File: src/rtl/m_fetch_queue_pkg.sv
// Constants shared by the instruction fetch queue and its FIFO.
package m_fetch_queue_pkg;
    localparam logic [31:0] HALT_INSTR_WORD = 32'h000f0033;
    localparam logic [31:0] NOP_INSTR       = 32'h00000013;
    localparam int unsigned IMEM_AW         = 12;
endpackage

File: src/rtl/m_fetch_fifo.sv
// Generic show-ahead FIFO with synchronous flush; the head reads as zero when empty.
module m_fetch_fifo #(
    parameter int unsigned DEPTH = 4,
    parameter int unsigned WIDTH = 64
) (
    input  logic                       clk,
    input  logic                       rst_n,
    input  logic                       flush_i,
    input  logic                       push_i,
    input  logic                       pop_i,
    input  logic [WIDTH-1:0]           wdata_i,
    output logic                       valid_o,
    output logic [WIDTH-1:0]           rdata_o,
    output logic [$clog2(DEPTH+1)-1:0] count_o
);
    localparam int unsigned PW = $clog2(DEPTH);
    localparam int unsigned CW = $clog2(DEPTH + 1);

    logic [WIDTH-1:0] mem_q [DEPTH];
    logic [PW-1:0]    rd_ptr_q, rd_ptr_d;
    logic [PW-1:0]    wr_ptr_q, wr_ptr_d;
    logic [CW-1:0]    count_q, count_d;

    always_comb begin
        rd_ptr_d = rd_ptr_q;
        wr_ptr_d = wr_ptr_q;
        count_d  = count_q;
        if (flush_i) begin
            rd_ptr_d = '0;
            wr_ptr_d = '0;
            count_d  = '0;
        end else begin
            if (push_i) wr_ptr_d = wr_ptr_q + 1'b1;
            if (pop_i)  rd_ptr_d = rd_ptr_q + 1'b1;
            case ({push_i, pop_i})
                2'b10:   count_d = count_q + 1'b1;
                2'b01:   count_d = count_q - 1'b1;
                default: count_d = count_q;
            endcase
        end
    end

    always_ff @(posedge clk or negedge rst_n) begin
        if (!rst_n) begin
            rd_ptr_q <= '0;
            wr_ptr_q <= '0;
            count_q  <= '0;
        end else begin
            rd_ptr_q <= rd_ptr_d;
            wr_ptr_q <= wr_ptr_d;
            count_q  <= count_d;
        end
    end

    // Storage needs no reset: the head is masked by count.
    always_ff @(posedge clk) begin
        if (push_i && !flush_i) mem_q[wr_ptr_q] <= wdata_i;
    end

    assign valid_o = (count_q != '0);
    assign rdata_o = valid_o ? mem_q[rd_ptr_q] : '0;
    assign count_o = count_q;
endmodule

File: src/rtl/m_fetch_queue.sv
// Instruction fetch front end: issues word addresses to a synchronous memory and
// queues returned {pc, instr} pairs for decode, with redirect and halt handling.
module m_fetch_queue
    import m_fetch_queue_pkg::*;
#(
    parameter int unsigned DEPTH      = 4,
    parameter logic [31:0] RESET_PC   = 32'h0,
    parameter logic [31:0] HALT_INSTR = HALT_INSTR_WORD
) (
    input  logic               clk,
    input  logic               rst_n,
    input  logic               ce,
    input  logic               redirect,
    input  logic [31:0]        redirect_pc,
    output logic [IMEM_AW-1:0] imem_addr,
    input  logic [31:0]        imem_data,
    input  logic               deq_ready,
    output logic               deq_valid,
    output logic [31:0]        deq_instr,
    output logic [31:0]        deq_pc,
    output logic               halted
);
    localparam int unsigned CW = $clog2(DEPTH + 1);

    if (DEPTH < 2 || (DEPTH & (DEPTH - 1)) != 0) begin : g_bad_depth
        $error("m_fetch_queue: DEPTH must be a power of two and at least 2");
    end

    logic [31:0]   fetch_pc_q, fetch_pc_d;
    logic          inflight_q, inflight_d;
    logic [31:0]   inflight_pc_q, inflight_pc_d;
    logic          halted_q, halted_d;
    logic [CW-1:0] fifo_count;
    logic          fifo_valid;
    logic [63:0]   fifo_rdata;
    logic          halt_hit, issue, push, pop, flush;

    // Stop issuing on the very edge the halt word is captured, so nothing past it is fetched.
    assign halt_hit = inflight_q && (imem_data == HALT_INSTR);
    assign issue    = ce && !redirect && !halted_q && !halt_hit
                      && ((32'(fifo_count) + 32'(inflight_q)) < DEPTH);
    assign push     = ce && !redirect && inflight_q;
    assign pop      = ce && !redirect && fifo_valid && deq_ready;
    assign flush    = ce && redirect;

    always_comb begin
        fetch_pc_d    = fetch_pc_q;
        inflight_d    = inflight_q;
        inflight_pc_d = inflight_pc_q;
        halted_d      = halted_q;
        if (ce) begin
            if (redirect) begin
                fetch_pc_d = redirect_pc;
                inflight_d = 1'b0;
                halted_d   = 1'b0;
            end else begin
                inflight_d = issue;
                if (issue) begin
                    fetch_pc_d    = fetch_pc_q + 32'd4;
                    inflight_pc_d = fetch_pc_q;
                end
                if (halt_hit) halted_d = 1'b1;
            end
        end
    end

    always_ff @(posedge clk or negedge rst_n) begin
        if (!rst_n) begin
            fetch_pc_q    <= RESET_PC;
            inflight_q    <= 1'b0;
            inflight_pc_q <= '0;
            halted_q      <= 1'b0;
        end else begin
            fetch_pc_q    <= fetch_pc_d;
            inflight_q    <= inflight_d;
            inflight_pc_q <= inflight_pc_d;
            halted_q      <= halted_d;
        end
    end

    m_fetch_fifo #(
        .DEPTH (DEPTH),
        .WIDTH (64)
    ) u_fifo (
        .clk     (clk),
        .rst_n   (rst_n),
        .flush_i (flush),
        .push_i  (push),
        .pop_i   (pop),
        .wdata_i ({inflight_pc_q, imem_data}),
        .valid_o (fifo_valid),
        .rdata_o (fifo_rdata),
        .count_o (fifo_count)
    );

    assign imem_addr = fetch_pc_q[IMEM_AW+1:2];
    assign deq_valid = fifo_valid;
    assign deq_pc    = fifo_rdata[63:32];
    assign deq_instr = fifo_rdata[31:0];
    assign halted    = halted_q;
endmodule

File: config.mk
export PLATFORM = sky130hd
export DESIGN_NAME = m_fetch_queue
export DESIGN_NICKNAME = d
export VERILOG_FILES = /design/src/rtl/m_fetch_queue_pkg.sv /design/src/rtl/m_fetch_fifo.sv /design/src/rtl/m_fetch_queue.sv
export SDC_FILE = /design/constraint.sdc
export NUM_CORES = 1
export LEC_CHECK = 0
export ABC_AREA = 1
export CAP_MARGIN = 20
export CORE_MARGIN = 5
export CORE_UTILIZATION = 59
export CTS_BUF_LIST = sky130_fd_sc_hd__clkbuf_8
export CTS_CLUSTER_DIAMETER = 200
export DETAILED_ROUTE_END_ITERATION = 8
export GPL_TIMING_DRIVEN = 0
export PLACE_DENSITY_LB_ADDON = 0.1
export RECOVER_POWER = 25
export SYNTH_ARGS = -nofsm -noshare
export SYNTH_HDL_FRONTEND = slang
export SYNTH_HIERARCHICAL = 1
export SYNTH_SLANG_ARGS = --single-unit
File: constraint.sdc
create_clock -name clk -period 5.5 [get_ports clk]
set_input_delay 1.65 -clock clk [delete_from_list [all_inputs] [get_ports clk]]
set_output_delay 1.65 -clock clk [all_outputs]
set_load 0.05 [all_outputs]
# ---- Word-level counts from Yosys, hierarchy flattened
# Memory sizes are Yosys's and may differ from the RTL's.
# Index checks and enable logic that the tools add are counted.
dict set report classes {
  n_mux 14
  eq_ne 3
  reduce_logical 23
  magnitude_cmp 1
  n_addsub 6
  n_bitwise 1
}
# operator count
set op_table {}
lappend op_table {{$mux 32} 2}
lappend op_table {{$mux 64} 1}
lappend op_table {{$add 32x3->32 const B} 1}
lappend op_table {{$eq 32x20->1 const B} 1}
lappend op_table {{$logic_and 1x1->1} 10}
lappend op_table {{$mux 2} 4}
lappend op_table {{$reduce_bool 2->1} 4}
lappend op_table {{$pmux 3 s2} 1}
lappend op_table {{$reduce_bool 3->1} 2}
lappend op_table {{$mux 1} 5}
lappend op_table {{$add 2x1->2 const B} 2}
lappend op_table {{$add 3x1->4} 1}
lappend op_table {{$logic_not 1->1} 4}
lappend op_table {{$lt 4x3->1 const B} 1}
lappend op_table {{$reduce_and 2->1} 2}
lappend op_table {{$add 3x1->3 const B} 1}
lappend op_table {{$mux 3} 1}
lappend op_table {{$reduce_and 3->1} 1}
lappend op_table {{$sub 3x1->3 const B} 1}
lappend op_table {{$eq 2x1->1 const B} 1}
lappend op_table {{$eq 2x2->1 const B} 1}
lappend op_table {{$not 1->1} 1}
dict set report word_totals {
  out_inout_bits 78
  reg_bits 73
  mem_bits_rw 256
  wordCells 56
  in_bits 69
  memories 1
}
# name words word_bits rd rd_clocked_by_memory_dff wr line_no
set mem_list {}
lappend mem_list {u_fifo.mem_q 4 64 1 0 1 m_fetch_fifo.sv:19} ;# logic [WIDTH-1:0] mem_q [DEPTH];

# ---- Longest topological paths before layout
# Gate-level depths: netlist of run 1.
dict set report logic_depth {
  depth_word 7
  depth_mapped 16
  mapped_depth_nobuf 14
}

# ---- Cells and area by module
# Netlist of run 1, hierarchy kept.
# module cells_each area_each_um2 seq_area_each_um2 n_inst
set modules_own_cells {}
lappend modules_own_cells {m_fetch_fifo 1072 11170.7 7862.5 1}
lappend modules_own_cells {m_fetch_queue 604 4015.1 1651.6 1}

# ---- Worst setup path before layout of run 1
# Ideal clock, no wire load.
dict set report synth_path {
  path_type {input to register}
  startpoint {input port redirect}
  endpoint {memory u_fifo.mem_q[0][0] (enable)}
  t_required_ps 5014
  setup_ps 486
  path_buffers 1
  cell_stages 6
  arrival_time_ps 5082
  setup_slack_ps -68
  cell_sequence {buf_6 -> nand2_1 -> clkinv_1 -> clkinv_1 -> nand2_1 -> nor2_1}
}
dict set report synth_via {
  word_cells_on_any_way 8
  classes_between {mux (2); reduce/logical (6)}
}
# item line_no
set synth_rtl {}
lappend synth_rtl {{from (decl)} m_fetch_queue.sv:13} ;# input logic redirect,
lappend synth_rtl {{$logic_and 1x1->1} m_fetch_queue.sv:44} ;# assign flush = ce && redirect;
lappend synth_rtl {{named net flush} m_fetch_queue.sv:36} ;# logic halt_hit, issue, push, pop, flush;
lappend synth_rtl {{$logic_not 1->1} m_fetch_fifo.sv:57} ;# if (push_i && !flush_i) mem_q[wr_ptr_q] <= wdata_i;
lappend synth_rtl {{$logic_and 1x1->1} m_fetch_fifo.sv:57}
lappend synth_rtl {{$mux 1} m_fetch_fifo.sv:57}
lappend synth_rtl {{$mux 1 (not written as such)} m_fetch_fifo.sv:57}
lappend synth_rtl {{to (decl)} m_fetch_fifo.sv:19}
# The timed path passes the listed nets, and every way through them passes these cells.

# ---- Worst setup path in the final report of run 1
dict set report layout_path {
  startpoint {register u_fifo.rd_ptr_q[1]}
  endpoint {output port deq_pc[16]}
}
dict set report layout_via {
  elab_chain_len 2
}
# item line_no
set layout_rtl {}
lappend layout_rtl {{from (decl)} m_fetch_fifo.sv:20} ;# logic [PW-1:0] rd_ptr_q, rd_ptr_d;
lappend layout_rtl {{from (signal assigned)} m_fetch_fifo.sv:49} ;# rd_ptr_q <= rd_ptr_d;
lappend layout_rtl {{$mem_v2 4x64} --}
lappend layout_rtl {{$mux 64} m_fetch_fifo.sv:61} ;# assign rdata_o = valid_o ? mem_q[rd_ptr_q] : '0;
lappend layout_rtl {{to (decl)} m_fetch_queue.sv:20} ;# output logic [31:0] deq_pc,
# No other way between the ends.

==> flow_metrics.tcl, run 1 <==
set metrics [dict create \
    status "finished, final reports clean" \
    synth_most_common_cell "nand2_1" \
    nNetsFinal 1958 \
    clkTransAtPathRegs_ps 60 \
    syn_area_per_cell_um2 9.06 \
    grt_pass1_vias 11714 \
    vias_per_cell 5.21 \
    die_x_um 170 \
    post-route-drc-count 0 \
    ctsHoldBuffers 0 \
    pwr-share-comb_pct 37.6 \
    final_cells 2256 \
    hold_viol_final 0 \
    seq_area_frac_synth_pct 62.7 \
    cts_root_buf "clkbuf_8" \
    internal_power_mw 5.03 \
    synth_top_area_share_pct 50.6 \
    num_rows 58 \
    setup_viol 0 \
    placed_area_um2 17300 \
    syn_nets 1751 \
    powerDensity_nw_per_um2 459 \
    max_cap_viol_count 0 \
    switching_power_mw 3.35 \
    clkPwrFrac_pct 22.6 \
    maxSlewViolCount 0 \
    dr.first_iter.drc_count 973 \
    place_inst 2160 \
    yosysTopAreaCell "edfxtp_1" \
    die_area_um2 29000 \
    wl_mm 38.0 \
    syn-cell-area_um2 15200 \
    p_seq_share_pct 39.7 \
    cp.arrival_ps 2980 \
    use_met2_pct 44.5 \
    cp_max_fo 10 \
    io_buffers 145 \
    start_util_pct 60.1 \
    vias 11743 \
    cp_data_required_time_ps 3850 \
    grt_max_degree 70 \
    insertion_delay_ps 570 \
    cts_resized 0 \
    fin_skew_ps 26.7 \
    wl_per_cell_um 16.8 \
    slew_headroom_pct 37.7 \
    ant_nets 0 \
    die_h_um 170 \
    fmax_ghz 0.216 \
    cp-end-kind "primary output" \
    critical_path_class "reg2out" \
    ys_ff_latch 329 \
    hpwl_mm 26.1 \
    drive_above_1_share_pct 8.26 \
    vdd_drop_max_mv 0.312 \
    synth_edf_count 256 \
    worstMarginPinSlew_ps 932 \
    use_met3_pct 4.46 \
    cts_made_buffers 51 \
    synth_cell_type_count 32 \
    clock_path_buffers 3 \
    grt_usage_pct 26.3 \
    ctsHtreeMaxLevel 2 \
    cts_sinks 329 \
    hold_path.class "reg2reg" \
    fin_crit_ps 4630 \
    async_flop_share_pct 22.2 \
    dr.pass1.iters 7 \
    antenna_found_initial 0 \
    grt_util_met1_pct 34.8 \
    yosysWarnings 6 \
    rsz0062_at_grt "no" \
    top_usage_layer "met2" \
    start_kind "register" \
    core-area_um2 25300 \
    syn2layout_area_growth_pct 20.3 \
    pin_count 147 \
    cts_tree "done" \
    grt_overflow 0 \
    place.gp.congestion 0.953 \
    ff2ff_setup_slack_ps 2700 \
    postCtsSetupBuffers 0 \
    netlist_instances 1676 \
    synth_area_leaders "edfxtp_1 51%, nand2_1 13%, dfrtp_1 12%" \
    antenna_cells 0 \
    ys.flop_type "edfxtp_1" \
    grt_first_pass_wirelength_mm 60.0 \
    synth_common_cells "514 x nand2_1, 346 x nor2_1, 256 x edfxtp_1" \
    leakage_nw 7.72 \
    p_sw_share_pct 40.0 \
    min_period_over_period_pct 84.3 \
    final_area_um2 18300 \
]
cells in the final DEF, fill, tap and decap left out, drive strengths merged:
| cell type | count |
|---|---|
| xnor2 | 1 |
| inv | 209 |
| a31oi | 2 |
| buf | 73 |
| o21bai | 2 |
| or2 | 9 |
| o21ai | 44 |
| edfxtp | 256 |
| o31ai | 1 |
| nor3 | 7 |
| fa | 1 |
| nand4 | 5 |
| a21oi | 71 |
| nand3b | 7 |
| nand2 | 516 |
| nor2 | 348 |
| nand3 | 55 |
| clkbuf | 78 |
| ha | 5 |
| clkdlybuf4s50 | 144 |
| xor2 | 5 |
| clkinvlp | 2 |
| dfrtp | 73 |
| clkinv | 12 |
registers in the layout (all words and copies together) (netlist names):
register	cells
halted	1
u_fifo/wr_ptr_q	2
fetch_pc_q	32
u_fifo/mem_q	256
u_fifo/count_o	3
inflight_pc_q	32
inflight_q	1
u_fifo/rd_ptr_q	2
kinds of logic after synthesis:
kind of cell	Yosys count	synth area share (%)
compound gates	120	4.09
simple gates	947	24.4
flops	329	62.7
buf+inv	268	7.94
fa+ha+maj	6	0.544
xor+xnor	6	0.346
power by group through the flow:
stage	Clock, mW	Combinational [mW]	Sequential, mW
floorplan	0	2.12	3.28
global placement	0	3.10	3.37
detailed placement	0	3.16	3.37
CTS	1.93	3.17	3.32
global route	2.06	3.37	3.37
finish	1.90	3.15	3.33
routing by layer:
layer | vias to the layer above | part of all wire [%]
met2 | 474 | 49
met4 | 0 | 2.5
li1 | 5721 | -
met5 | - | 0
met3 | 79 | 7.1
met1 | 5469 | 41
cell type report:
type,instances,area [um^2]
buffer,82,507
clock buffer,59,812
clock inverter,37,158
fill,1900,6990
inverter,186,699
multi-input combinational,1079,4500
sequential,329,9510
tap,330,413
timing repair buffer,154,1660
worst paths after layout:
check	from	end	cells after the start
max	u_fifo/rd_ptr_q[1]	deq_pc[16]	6
min	fetch_pc_q[0]	inflight_pc_q[0]	2
max reg2reg	inflight_q	u_fifo/mem_q[1][46]	6
min reg2reg	fetch_pc_q[0]	inflight_pc_q[0]	2
max in group asynchronous	rst_n	inflight_pc_q[21]	2
min in group asynchronous	rst_n	inflight_pc_q[14]	1
critical path: stages (launching register included):
cell and delay (ps):
dfrtp_1 380, buf_2 220, buf_1 350, nor2_1 190, nand2_1 70, a21oi_1 330, clkdlybuf4s50_1 880
through the flow:
| stage | TNS [ps] | worst slack (ps) | util, % | power (mW) | hold slack [ps] |
|---|---|---|---|---|---|
| floorplan | -17450 | -68.2 | - | 5.39 | 442 |
| global placement | -766420 | -3140 | 67.5 | 6.47 | 467 |
| detailed placement | 0 | 463 | 68.5 | 6.53 | 476 |
| CTS | 0 | 876 | 72.3 | 8.42 | 487 |
| global route | 0 | 807 | 72.3 | 8.80 | 527 |
| finish | 0 | 866 | 72.3 | 8.38 | 495 |
Power figures use the tool's default switching activity.
==> run 2, diff against run 1 <==
Clock period 5.5 ns to 4.7 ns, I/O delays scaled along.
==> run 2 against run 1 <==
Effect of this change: design area shrank 0.12%; worst hold slack worse by 2.4 ps; sequential power is 17% higher; non-clock buffer count did not move; the run now ends with capacitance limit, slew limit left; total power rose by 17%; routed wire length fell by 0.33%; setup slack got worse by 550 ps; via count is 0.46% lower; clock power increased by 17%.
==> flow_metrics.tcl, run 2 (synthesized netlist as in run 1, its figures left out) <==
set metrics [dict create \
    postCtsSetupBuffers 0 \
    dr.first_iter.drc_count 954 \
    grt_pass1_vias 11714 \
    cts_tree "done" \
    largest_register "u_fifo/mem_q" \
    preCtsSetupSlack_ps -97.0 \
    cts_root_buf "clkbuf_8" \
    ff_latch_area_um2 9510 \
    final_area_um2 18200 \
    power.total_mw 9.80 \
    placed_area_um2 17300 \
    status "finished with violations" \
    powerDensity_nw_per_um2 537 \
    start_kind "register" \
    leakage_nw 7.71 \
    wl_mm 37.8 \
    use_met3_pct 4.46 \
    die_area_um2 29000 \
    grt_overflow 0 \
    fin_crit_ps 4390 \
    cp_max_fo 10 \
    fmax_ghz 0.228 \
    worstMarginPinSlew_ps 1830 \
    grt_max_degree 70 \
    layout_common_cells "514 x nand2_1, 342 x nor2_1, 256 x edfxtp_1" \
    cts_sinks 329 \
    multi_input_comb_area_um2 4500 \
    cp_data_required_time_ps 3290 \
    fin_util_pct 72.2 \
    hpwl_mm 26.1 \
    clkTransAtPathRegs_ps 60 \
    cp.arrival_ps 2980 \
    hold_viol_final 0 \
    die_x_um 170 \
    core-area_um2 25300 \
    ctsHoldBuffers 0 \
    ff2ff_setup_slack_ps 1900 \
    holdWs_ps 493 \
    ctsHtreeMaxLevel 2 \
    critical_path_class "reg2out" \
    pin_count 147 \
    antenna_cells 0 \
    die_h_um 170 \
    hold_path.class "reg2reg" \
    io_buffers 145 \
    largest_reg_flops 256 \
    holdCritStartpoint "fetch_pc_q[0]" \
    grt_first_pass_wirelength_mm 60.0 \
    rsz0062_at_grt "no" \
    cts_resized 0 \
    dr.pass1.iters 8 \
    r2r-end "u_fifo/mem_q[1][36]" \
    whs_path_depth 2 \
    clock_path_buffers 3 \
    ant_nets 0 \
    vias_per_cell 5.18 \
    place_inst 2160 \
    setup_ws_ps 314 \
    drive_above_1_share_pct 8.26 \
    slew_headroom_pct -21.7 \
    fin_skew_ps 28.3 \
    start_util_pct 60.1 \
    wl_per_cell_um 16.8 \
    cts_made_buffers 51 \
    max_cap_viol_count 1 \
    fin_tns_setup_ps 0 \
    min_period_over_period_pct 93.3 \
    post-route-drc-count 0 \
    cp-end-kind "primary output" \
    grt_usage_pct 26.3 \
    setup_viol 0 \
    vias 11689 \
    grt_util_met1_pct 34.8 \
    use_met2_pct 44.5 \
    final_cells 2256 \
    insertion_delay_ps 570 \
    num_rows 58 \
    reg2reg_depth 6 \
    top_usage_layer "met2" \
    nNetsFinal 1958 \
    timing.rr.start "inflight_q" \
    syn2layout_area_growth_pct 20.1 \
    fill_cells 1903 \
    maxSlewViolCount 70 \
    violations "capacitance limit, slew limit" \
    min_to "inflight_pc_q[0]" \
    vdd_drop_max_mv 0.365 \
    mostFrequentLayoutCell "nand2_1" \
    antenna_found_initial 0 \
    place.gp.congestion 0.953 \
    top_regs "u_fifo/mem_q: 256 flops, fetch_pc_q: 32 flops, inflight_pc_q: 32 flops" \
]
[run 2: cell types whose count changed in the layout (fill, tap and decap cells not counted), sizes merged]
cell	previous run	this run
clkbuf	78	79
buf	73	72
[run 2: cell type report]
cell class	count	share of cell area (%)
flip-flops and latches	329	52.2
clock buffers	59	4.45
plain buffers	82	2.78
multi-input cells	1079	24.6
well taps	330	2.26
inverters	186	3.83
clock inverters	37	0.864
repair buffers	154	8.99
[run 2: critical path, stage by stage, from the launching register on]
cell and delay (ps):
dfrtp_1 380, buf_2 220, buf_1 350, nor2_1 180
nand2_1 70, a21oi_1 330, clkdlybuf4s50_1 880
[run 2: report_power, final]
group,switching [mW],internal [mW],total [mW]
registers,0.328,3.57,3.90
clock network,1.07,1.15,2.22
logic,2.52,1.16,3.68
total,3.92,5.88,9.80
[run 2: how the worst max path moves through the flow]
stage | startpoint | end | cells past startpoint
after floorplan | redirect | u_fifo/mem_q[0][0] | 6
after global placement | ce | u_fifo/mem_q[1][43] | 6
after detailed placement | ce | u_fifo/mem_q[1][43] | 8
after CTS | u_fifo/rd_ptr_q[1] | deq_pc[16] | 6
after global routing | u_fifo/rd_ptr_q[1] | deq_pc[16] | 6
final | u_fifo/rd_ptr_q[1] | deq_pc[16] | 6
[run 2: layer usage]
layer | vias to the layer above | wire, um
li1 | 5713 | -
met3 | 84 | 2750
met5 | - | 0
met1 | 5421 | 15600
met2 | 471 | 18400
met4 | 0 | 1020
==> variant (flow settings as in run 1) <==
Make the reset (`rst_n`) synchronous in 2 clocked blocks.
--- a/src/rtl/m_fetch_fifo.sv
+++ b/src/rtl/m_fetch_fifo.sv
@@ -40,7 +40,7 @@
         end
     end
 
-    always_ff @(posedge clk or negedge rst_n) begin
+    always_ff @(posedge clk) begin
         if (!rst_n) begin
             rd_ptr_q <= '0;
             wr_ptr_q <= '0;
--- a/src/rtl/m_fetch_queue.sv
+++ b/src/rtl/m_fetch_queue.sv
@@ -64,7 +64,7 @@
         end
     end
 
-    always_ff @(posedge clk or negedge rst_n) begin
+    always_ff @(posedge clk) begin
         if (!rst_n) begin
             fetch_pc_q    <= RESET_PC;
             inflight_q    <= 1'b0;
Check against the original RTL: differs if rst_n is asserted again (counterexample within 4 cycles, from zero or initial values and one cycle with rst_n low); with rst_n held inactive, the same outputs for 4 cycles.
==> variant against run 1 <==
Critical path depth did not move. Register-to-register slack improved by 0.13 ns. Wire length down 1.5%. Count of clock-buffer cells in the layout grew 4. Worst setup slack better by 0.030 ns. Design area shrank 4.5%. Die area shrank 5.5%. Area after synthesis down 5.8%. Hold slack got worse by 0.048 ns. Global-route usage hardly changed. Sequential share of layout area rose by 0.59 points. First-iteration DRC count is 14% higher. Sequential cell count up 2.
Power is not compared: it rests on default switching activity, and its combinational part moved more than twofold at a synthesized area within 25%.
==> variant: results (changes against run 1) <==
status -> completed
Post-synth top flop -> edfxtp_1
clk slew on worst S/H paths -> 0.06 ns (about the same)
Mapped Cells -> 1,478 (-12%)
Largest stage delay, worst path -> 0.86 ns (-0.02 ns)
final RePlAce weighted congestion -> 0.965 (+1.2%)
most instantiated cells after synthesis -> nand2_1 (395), nor2_1 (295), edfxtp_1 (256)
Post-Layout Cell Count -> 2,050 (-9.1%)
GRT Util Overall -> 26.3% (about the same)
fin nets -> 1,761 (-10%)
crit path DAT -> 2.95 ns (-0.03 ns)
largest net degree at the start of global routing -> 30 (-57%)
worst min-delay path class -> reg2reg
layout cell share with drive strength beyond 1 -> 10.3% (+2.0 points)
Largest regs -> u_fifo/mem_q (256), fetch_pc_q (32), inflight_pc_q (32)
Adder-Cell Fraction of Synth Area -> 0.665% (+0.12 points)
drt wl/cell -> 18.2 microns (+8.4%)
Placed Cells -> 1,956 (-9.4%)
clock skew -> 0.0191 ns (-0.00762 ns)
sequential fraction of the synthesis area -> 64.2% (+1.6 points)
Worst Hold Depth -> 1 (-1)
Synth async-reset ratio -> 0% (-22 points)
Worst Max-Slew Pin Slew -> 0.992 ns (+0.0604 ns)
Iter 0 DRT Violations -> 1,113 (+14%)
distinct cell type count after synthesis -> 39 (+22%)
clock latency on the worst-skew pair -> 0.57 ns (about the same)
Max IR drop VDD -> 0.228 mV
Num CTS Buffers -> 51 (unchanged)
reg2reg path depth -> 15 (+9)
post-synthesis compound-gate area fraction -> 8.01% (+3.9 points)
CP max stage cell -> clkdlybuf4s50_1
clock root cell -> clkbuf_8
Synth area leaders -> edfxtp_1 (54%), dfxtp_1 (10%), nand2_1 (10%)
Net Count, Synth -> 1,554 (-11%)
post-DP HPWL -> 25,700 microns (-1.5%)
DRT Pass-1 Iters -> 7 (unchanged)
vias in the first global route -> 10,700 (-8.8%)
PortBufs -> 146 (+0.69%)
DR vias/cell -> 5.39 (+3.5%)
xor-xnor portion of the synthesized cell area -> 0.306% (-0.040 points)
first-pass GRT wire length -> 57,800 microns (-3.6%)
post-synthesis mux area share -> 0% (unchanged)
==> variant: layout make-up <==
| class | count | area [sq um] |
|---|---|---|
| Sequential cell | 331 | 9190 |
| Fill cell | 1830 | 6670 |
| Multi-Input combinational cell | 1010 | 4410 |
| Timing Repair Buffer | 154 | 1640 |
| Clock buffer | 63 | 867 |
| Buffer | 84 | 536 |
| Tap cell | 324 | 405 |
| Inverter | 53 | 204 |
| Clock inverter | 31 | 188 |
==> variant: routing by layer <==
| metal | track usage (%) | routed length [microns] | up-vias |
|---|---|---|---|
| met3 | 5.27 | 2880 | 67 |
| met4 | 7.17 | 862 | 0 |
| met1 | 35.9 | 15600 | 5183 |
| li1 | - | - | 5338 |
| met5 | 0 | 0 | - |
| met2 | 43.8 | 18000 | 459 |
==> variant: report_power, final <==
group	total (mW)	switching (mW)	internal (mW)
sequential	2.79	0.0567	2.74
combinational	0.377	0.232	0.146
clock	2.05	0.922	1.13
==> variant: critical path: cells and delay by family (launching register included) <==
kind	cells	cell delay [ns]
compound gates	1	0.27
buf+inv	4	1.68
flops	1	0.30
simple gates	1	0.13
==> variant: path summary, 6_finish.rpt <==
kind / start / end / slack [ns]
max: flop / deq_pc[2] / 0.90
max reg2reg: u_fifo/count_o[1] / u_fifo/count_o[2] / 2.83
min reg2reg: u_fifo/rd_ptr_q[1] / flop / 0.45
min: u_fifo/rd_ptr_q[1] / flop / 0.45
==> variant: kinds of logic (layout without fill, tap and decap cells) <==
family / Yosys count / count (layout)
AND/OR/NAND/NOR: 772 / 772
flip-flops: 331 / 331
AO/OA/AOI/OAI: 226 / 226
buffers and inverters: 137 / 385
adder cells (fa/ha/maj): 7 / 7
XOR/XNOR: 5 / 5
==> variant: through the flow <==
stage	total power [mW]	setup slack, ns	area (sq um)
finish	5.22	0.896	17400
global route	5.42	0.775	17400
detailed placement	3.22	0.958	16400
CTS	5.25	0.851	17400
global placement	3.21	-2.69	16200
floorplan	3.04	0.165	14300
